$ cat config.mk
export PLATFORM = sky130hd
export DESIGN_NAME = uart_rx_flat
export DESIGN_NICKNAME = d
export VERILOG_FILES = /design/src/rtl/uart_rx_if.sv /design/src/rtl/uart_rx.sv /design/src/flat_wrapper.sv
export SDC_FILE = /design/constraint.sdc
export NUM_CORES = 1
export LEC_CHECK = 0
export ABC_AREA = 1
export CAP_MARGIN = 15
export CORE_MARGIN = 2
export CORE_UTILIZATION = 40
export DETAILED_ROUTE_END_ITERATION = 16
export GPL_ROUTABILITY_DRIVEN = 0
export PLACE_DENSITY = 0.62
export SYNTH_ARGS = -nofsm -noshare
export SYNTH_HDL_FRONTEND = slang
export SYNTH_SLANG_ARGS = --single-unit
$ cat constraint.sdc
create_clock -name clk -period 4.6 [get_ports clk]
set_clock_uncertainty 0.15 [all_clocks]
set_input_delay 0.92 -clock clk [delete_from_list [all_inputs] [get_ports clk]]
set_output_delay 0.92 -clock clk [all_outputs]
set_load 0.005 [all_outputs]
$ cat src/rtl/uart_rx_if.sv
// uart_rx_if: word handshake between the UART receiver and its sink.
//   data_to_sink    : received word, held stable while valid_to_sink is high
//   valid_to_sink   : a word is pending for the sink
//   ready_from_sink : sink takes the word on a cycle where both are high
// master = receiver side, slave = consumer side.
interface uart_rx_if #(
  parameter int DATA_WIDTH = 8
);
  logic [DATA_WIDTH-1:0] data_to_sink;
  logic                  valid_to_sink;
  logic                  ready_from_sink;

  modport master (
    output data_to_sink,
    output valid_to_sink,
    input  ready_from_sink
  );

  modport slave (
    input  data_to_sink,
    input  valid_to_sink,
    output ready_from_sink
  );
endinterface

$ cat src/rtl/uart_rx.sv
// uart_rx: 8N1-style UART receiver. The serial line is synchronised, the
// start bit is qualified at mid-bit, and each data bit and the stop bit are
// sampled at mid-bit. Completed words go to the sink over a valid/ready
// handshake.
// Ports:
//   clk       : system clock, rising edge
//   rstn      : asynchronous active-low reset
//   rx_sig    : serial input, asynchronous, idle high
//   sink      : uart_rx_if master (data_to_sink / valid_to_sink / ready_from_sink)
//   frame_err : 1-cycle pulse when the stop bit is sampled low
//   overrun   : 1-cycle pulse when a word completes while the previous one is pending
module uart_rx #(
  parameter int DATA_WIDTH = 8,
  parameter int BAUD_RATE  = 115200,
  parameter int CLK_FREQ   = 100_000_000
) (
  input  logic     clk,
  input  logic     rstn,
  input  logic     rx_sig,
  uart_rx_if.master sink,
  output logic     frame_err,
  output logic     overrun
);

  localparam int PULSE_WIDTH      = CLK_FREQ / BAUD_RATE;
  localparam int HALF_PULSE_WIDTH = PULSE_WIDTH / 2;
  localparam int CNT_W            = $clog2(PULSE_WIDTH) + 1;
  localparam int BIT_W            = $clog2(DATA_WIDTH) + 1;

  localparam logic [CNT_W-1:0] HALF_LOAD = CNT_W'(HALF_PULSE_WIDTH - 1);
  localparam logic [CNT_W-1:0] FULL_LOAD = CNT_W'(PULSE_WIDTH - 1);
  localparam logic [BIT_W-1:0] LAST_BIT  = BIT_W'(DATA_WIDTH - 1);

  typedef enum logic [2:0] {
    IDLE  = 3'd0,
    START = 3'd1,
    DATA  = 3'd2,
    STOP  = 3'd3,
    BRK   = 3'd4
  } state_t;

  state_t                state_q, state_d;
  logic [CNT_W-1:0]      cnt_q, cnt_d;
  logic [BIT_W-1:0]      bit_q, bit_d;
  logic [DATA_WIDTH-1:0] shift_q, shift_d;
  logic [DATA_WIDTH-1:0] data_q, data_d;
  logic                  valid_q, valid_d;
  logic                  frame_err_q, frame_err_d;
  logic                  overrun_q, overrun_d;
  logic                  sync1_q, rx_s_q;
  logic                  accept;

  // Two-flop synchroniser; resets to the idle line level so no false start
  // is seen when reset is released.
  always_ff @(posedge clk or negedge rstn) begin
    if (!rstn) begin
      sync1_q <= 1'b1;
      rx_s_q  <= 1'b1;
    end else begin
      sync1_q <= rx_sig;
      rx_s_q  <= sync1_q;
    end
  end

  assign accept = valid_q & sink.ready_from_sink;

  always_comb begin
    state_d     = state_q;
    cnt_d       = cnt_q;
    bit_d       = bit_q;
    shift_d     = shift_q;
    data_d      = data_q;
    valid_d     = valid_q & ~accept;
    frame_err_d = 1'b0;
    overrun_d   = 1'b0;

    case (state_q)
      IDLE: begin
        if (!rx_s_q) begin
          state_d = START;
          cnt_d   = HALF_LOAD;
        end
      end

      START: begin
        if (cnt_q != '0) begin
          cnt_d = cnt_q - CNT_W'(1);
        end else if (!rx_s_q) begin
          state_d = DATA;
          cnt_d   = FULL_LOAD;
          bit_d   = '0;
        end else begin
          // Line went back high before mid start bit: treat as a glitch.
          state_d = IDLE;
        end
      end

      DATA: begin
        if (cnt_q != '0) begin
          cnt_d = cnt_q - CNT_W'(1);
        end else begin
          // LSB arrives first, so shift right and insert at the MSB.
          shift_d = {rx_s_q, shift_q[DATA_WIDTH-1:1]};
          cnt_d   = FULL_LOAD;
          if (bit_q == LAST_BIT) begin
            state_d = STOP;
          end else begin
            bit_d = bit_q + BIT_W'(1);
          end
        end
      end

      STOP: begin
        if (cnt_q != '0) begin
          cnt_d = cnt_q - CNT_W'(1);
        end else if (rx_s_q) begin
          // Leaving at mid stop bit keeps half a bit of margin for the next start.
          state_d = IDLE;
          if (!valid_q || accept) begin
            data_d  = shift_q;
            valid_d = 1'b1;
          end else begin
            overrun_d = 1'b1;
          end
        end else begin
          frame_err_d = 1'b1;
          state_d     = BRK;
        end
      end

      BRK: begin
        // Hold here through a break / stuck-low line so only one error is flagged.
        if (rx_s_q) begin
          state_d = IDLE;
        end
      end

      default: begin
        state_d = IDLE;
      end
    endcase
  end

  always_ff @(posedge clk or negedge rstn) begin
    if (!rstn) begin
      state_q     <= IDLE;
      cnt_q       <= '0;
      bit_q       <= '0;
      shift_q     <= '0;
      data_q      <= '0;
      valid_q     <= 1'b0;
      frame_err_q <= 1'b0;
      overrun_q   <= 1'b0;
    end else begin
      state_q     <= state_d;
      cnt_q       <= cnt_d;
      bit_q       <= bit_d;
      shift_q     <= shift_d;
      data_q      <= data_d;
      valid_q     <= valid_d;
      frame_err_q <= frame_err_d;
      overrun_q   <= overrun_d;
    end
  end

  assign sink.data_to_sink  = data_q;
  assign sink.valid_to_sink = valid_q;
  assign frame_err          = frame_err_q;
  assign overrun            = overrun_q;

endmodule

$ cat src/flat_wrapper.sv
// flat-port wrapper written by rule: the top's interface ports become plain ports
module uart_rx_flat 
#(
  parameter int DATA_WIDTH = 8,
  parameter int BAUD_RATE  = 115200,
  parameter int CLK_FREQ   = 100_000_000
)
  (clk, rstn, rx_sig, frame_err, overrun, sink_data_to_sink, sink_valid_to_sink, sink_ready_from_sink);
  uart_rx_if #(.DATA_WIDTH(DATA_WIDTH)) sink_i ();
  input  logic clk;
  input  logic rstn;
  input  logic rx_sig;
  output logic frame_err;
  output logic overrun;
  output wire logic [$bits(sink_i.data_to_sink)-1:0] sink_data_to_sink;
  output wire logic [$bits(sink_i.valid_to_sink)-1:0] sink_valid_to_sink;
  input wire logic [$bits(sink_i.ready_from_sink)-1:0] sink_ready_from_sink;
  assign sink_data_to_sink = sink_i.data_to_sink;
  assign sink_valid_to_sink = sink_i.valid_to_sink;
  assign sink_i.ready_from_sink = sink_ready_from_sink;
  uart_rx #(.DATA_WIDTH(DATA_WIDTH), .BAUD_RATE(BAUD_RATE), .CLK_FREQ(CLK_FREQ)) u_core (.clk(clk), .rstn(rstn), .rx_sig(rx_sig), .sink(sink_i), .frame_err(frame_err), .overrun(overrun));
endmodule
# ---- After elaboration in Yosys (flattened, before gate mapping)
# Index checks and enable logic that the tools add are counted.
dict set report totals {
  regBits 39
  input_bits 4
  out_inout_bits 11
  elab_cells 73
}
dict set report op_classes {
  addsub 2
  n_eq_ne 15
  n_mux 31
  bitwise_logic 4
  n_reduce_logical 11
}
# op count
set ops {}
lappend ops {{$mux W11} 5}
lappend ops {{$pmux W11 S4} 1}
lappend ops {{$mux W3} 7}
lappend ops {{$mux W4} 4}
lappend ops {{$pmux W3 S5} 1}
lappend ops {{$ne A2 B2 Y1 const B} 6}
lappend ops {{$mux W1} 11}
lappend ops {{$reduce_bool A11 Y1} 1}
lappend ops {{$sub A11 B1 Y11 const B} 1}
lappend ops {{$pmux W4 S2} 1}
lappend ops {{$reduce_and A4 Y1} 2}
lappend ops {{$eq A3 B2 Y1 const B} 2}
lappend ops {{$ne A2 B1 Y1 const B} 3}
lappend ops {{$reduce_and A6 Y1} 1}
lappend ops {{$reduce_and A5 Y1} 1}
lappend ops {{$add A4 B1 Y4 const B} 1}
lappend ops {{$eq A4 B3 Y1 const B} 1}
lappend ops {{$reduce_bool A4 Y1} 1}
lappend ops {{$eq A3 B1 Y1 const B} 1}
lappend ops {{$eq A3 B3 Y1 const B} 1}
lappend ops {{$logic_not A3 Y1} 1}
lappend ops {{$ne A3 B3 Y1 const B} 1}
lappend ops {{$and A1 B1 Y1} 2}
lappend ops {{$mux W2} 1}
lappend ops {{other kinds (5)} 6}

# ---- Longest topological paths before layout
dict set report depth {
  ltp_word 7
  ltp_mapped 9
  depth_no_buf 9
}

# ---- Worst setup path after synthesis
# Ideal clock, no wire load.
dict set report synth_timing {
  path_kind {input to register}
  startpoint {input port sink_ready_from_sink}
  endpoint {register u_core.data_q[3], in the netlist u_core.sink.data_to_sink[3]}
  setup_time_ps 117
  arrival_ps 1469
  required_ps 4333
  slack_ps 2863
  cell_stages 6
  n_path_buf 1
  cell_sequence {inv_1 -> nand2_1 -> nand4_4 -> buf_6 -> nand2_2 -> o21ai_2}
}
dict set report synth_between {
  elab_chain_len 3
}
# item line
set synth_rtl {}
lappend synth_rtl {{start: declaration} flat_wrapper.sv:17} ;# input wire logic [$bits(sink_i.ready_from_sink)-1:0] sink_ready_from_sink;
lappend synth_rtl {{$and A1 B1 Y1} uart_rx.sv:65} ;# assign accept = valid_q & sink.ready_from_sink;
lappend synth_rtl {{$logic_or A1 B1 Y1} uart_rx.sv:119} ;# if (!valid_q || accept) begin
lappend synth_rtl {{$reduce_and A4 Y1 (no source line)} --}
lappend synth_rtl {{end signal: assignment} uart_rx.sv:159} ;# data_q <= data_d;
lappend synth_rtl {{end: declaration} uart_rx.sv:46} ;# logic [DATA_WIDTH-1:0] data_q, data_d;
# Every way passes these cells.
# A chain may end at the register's enable or synchronous reset.

# ---- Final worst setup path
dict set report layout_timing {
  startpoint {register u_core.data_q[4], in the netlist u_core.sink.data_to_sink[4]}
  endpoint {output port sink_data_to_sink[4]}
}
# item line
set layout_lines {}
lappend layout_lines {{end: declaration} flat_wrapper.sv:15} ;# output wire logic [$bits(sink_i.data_to_sink)-1:0] sink_data_to_sink;
# No word-level cell between the ends.

==> qor.yml <==
run_status:
  status: "completed"
finish:
  fin_util: 0.470
  nNetsFinal: 272
  area_growth_pct: 15.4
  antenna_cells: 0
  layout-drive-gt1-share: 0.147
  finalInstanceArea_um2: 2370
clocking:
  clk_pin_slew_worst_paths_ns: 0.08
  clockRootBuffer: "clkbuf_8"
  clk_latency_ns: 0.29
  cts_resized: 0
  ctsHoldBuffers: 0
  cts_tree: "built"
  cts_max_path_buffers: 2
  cts_max_level: 2
  cts_num_sinks: 39
  numCtsBuffers: 5
  cts_setup_buffers: 0
sta:
  drv_slew: 0
  fmax_ghz: 0.444
  finalHoldViolations: 0
  period_needed_ns: 2.25
  hold_slack_ns: 0.210
  setup_violations: 0
  worst_pin_slew_ns: 0.861
  slew_headroom: 0.426
  rsz0062_at_grt: "false"
  setup_slack_ns: 2.35
  finalCritPeriodShare: 0.489
  setup_tns_ns: 0
synth:
  yosysWarnings: 0
  synthesis.area_um2: 2060
  synth_common_cells: "60 x nand2_1, 37 x dfrtp_1, 35 x inv_1, 24 x nor2_1"
  synth_seq_cells: 39
  synthFlopType: "dfrtp_1"
  synthArstFlopShare: 1.00
  synth_most_common_cell: "nand2_1"
  synth_nets: 253
  synth_top_area_frac: 0.450
  yosys.area.top_type: "dfrtp_1"
  yosys-top-cells-area: "dfrtp_1 45%, nand2_1 11%, inv_1 6.4%, nor2_1 4.4%, nand3_1 3.4%"
  synth_edf_count: 0
  yosysSeqAreaShare: 0.476
  yosysUniqueCellTypes: 29
  syn_inst: 246
  syn-mean-instance-area_um2: 8.36
route:
  via_per_inst: 4.66
  drtAntennaViolNets: 0
  drtPass1Iterations: 4
  drt_iter0_drc: 106
  drcViolationCount: 0
  vias: 1566
  wl_mm: 3.80
  wl_per_cell_um: 11.3
placement:
  pre_cts_ws_ns: 2.27
  portBuffers: 14
  placed_cell_area_um2: 2260
  post-dp-hpwl_mm: 2.84
critical_path:
  crit_path_end_kind: "output port"
  cp_top_family: "buffers and inverters"
  cp_num_buf_inv: 1
  slowest_stage: "clkdlybuf4s50_1"
  critPathRequiredTime_ns: 3.53
  rrSetupSlack_ns: 2.71
  path_cells: "clkdlybuf4s50_1"
  cp_max_fo: 2
  max_stage_delay_ns: 0.51
  critical_path_arrival_ns: 1.18
  critPathKind: "register to output port"
  worstSetupStartpointType: "register"
grt:
  grt_pass1_wl_mm: 6.48
  grt_overflow: 0
  grt_usage: 0.151
  grt_pass1_vias: 1453
  antenna_found_initial: 0
  grt_max_degree: 40
die:
  dieHeight_um: 75.7
  initial_core_util: 0.408
  die-area_um2: 5730
  row_count: 26
  boundaryPins: 15
  die_width_um: 75.7
  coreArea_um2: 5040
pwr:
  p_comb_frac: 0.017
  vdd_drop_max_mv: 0.183
  clockPowerShare: 0.449
  swShare: 0.210
  leakagePower_nw: 1.21
  intPower_mw: 0.511
  power.switching_mw: 0.136
  power_density_nw_per_um2: 273
  pwr-share-seq: 0.534
worst_hold_path:
  hold_class: "register to register"
flow_run:
  cap_violations: 0
cells by family (layout without fill, tap and decap cells):
kind of cell             after synthesis  count (layout)  synth area share
flip-flops                            39              39             0.476
XOR/XNOR                               6               6            0.0256
adder cells (fa/ha/maj)                3               3            0.0183
buffers and inverters                 40              60            0.0803
AND/OR/NAND/NOR                      122             122             0.295
AO/OA/AOI/OAI                         36              36             0.105
power by group through the flow:
stage	logic, mW	clock network [mW]	registers [mW]
2_1_floorplan	0.00242	0	0.352
3_3_place_gp	0.0119	0	0.352
3_5_place_dp	0.0119	0	0.352
4_1_cts	0.0117	0.303	0.345
5_1_grt	0.0135	0.311	0.346
6_report	0.0111	0.290	0.345
cell type report:
class | count | area [µm²]
Clock buffer | 5 | 68.8
Clock inverter | 3 | 47.5
Fill cell | 491 | 2670
Inverter | 38 | 143
Multi-Input combinational cell | 167 | 912
Sequential cell | 39 | 978
Tap cell | 70 | 87.6
Timing Repair Buffer | 14 | 135
path summary, 6_finish.rpt:
check	from	to	cells after the start
max in group asynchronous	rstn	u_core.cnt_q[2]$_DFFE_PN0P_	1
min in group asynchronous	rstn	u_core.cnt_q[6]$_DFFE_PN0P_	1
setup / recovery	u_core.sink.data_to_sink[4]$_DFFE_PN0P_	sink_data_to_sink[4]	1
hold reg to reg	u_core.sync1_q$_DFF_PN1_	u_core.rx_s_q$_DFF_PN1_	0
setup reg to reg	u_core.cnt_q[0]$_DFFE_PN0P_	u_core.sink.data_to_sink[5]$_DFFE_PN0P_	7
hold / removal	u_core.sync1_q$_DFF_PN1_	u_core.rx_s_q$_DFF_PN1_	0
layout by cell type, fill, tap and decap left out, drive strengths merged, types with 4 or more instances in the layout:
cell	instances
clkbuf	5
nor2	31
a21oi	8
nand2	66
clkdlybuf4s50	13
inv	39
xor2	5
nand4	4
dfrtp	37
nand3	17
o21ai	25
registers in the layout (all words and copies together), names as in the netlist:
register,flops
u_core.sink.valid_to_sink,1
u_core.state_q,3
u_core.frame_err,1
u_core.sink.data_to_sink,8
u_core.bit_q,4
u_core.rx_s_q,1
u_core.overrun,1
u_core.cnt_q,11
u_core.shift_q,8
u_core.sync1_q,1
layer usage:
metal	routed length, µm	up-vias	global-route usage
met5	0	-	0
met4	48	0	0.0487
met3	98	5	0.0397
met2	1710	16	0.232
met1	1940	735	0.208
li1	-	810	-
stage by stage:
step	total power [mW]	std cells
2_1_floorplan	0.354	246
3_3_place_gp	0.364	328
3_5_place_dp	0.364	328
4_1_cts	0.660	336
5_1_grt	0.670	336
6_report	0.647	336
Power figures use the tool's default switching activity.
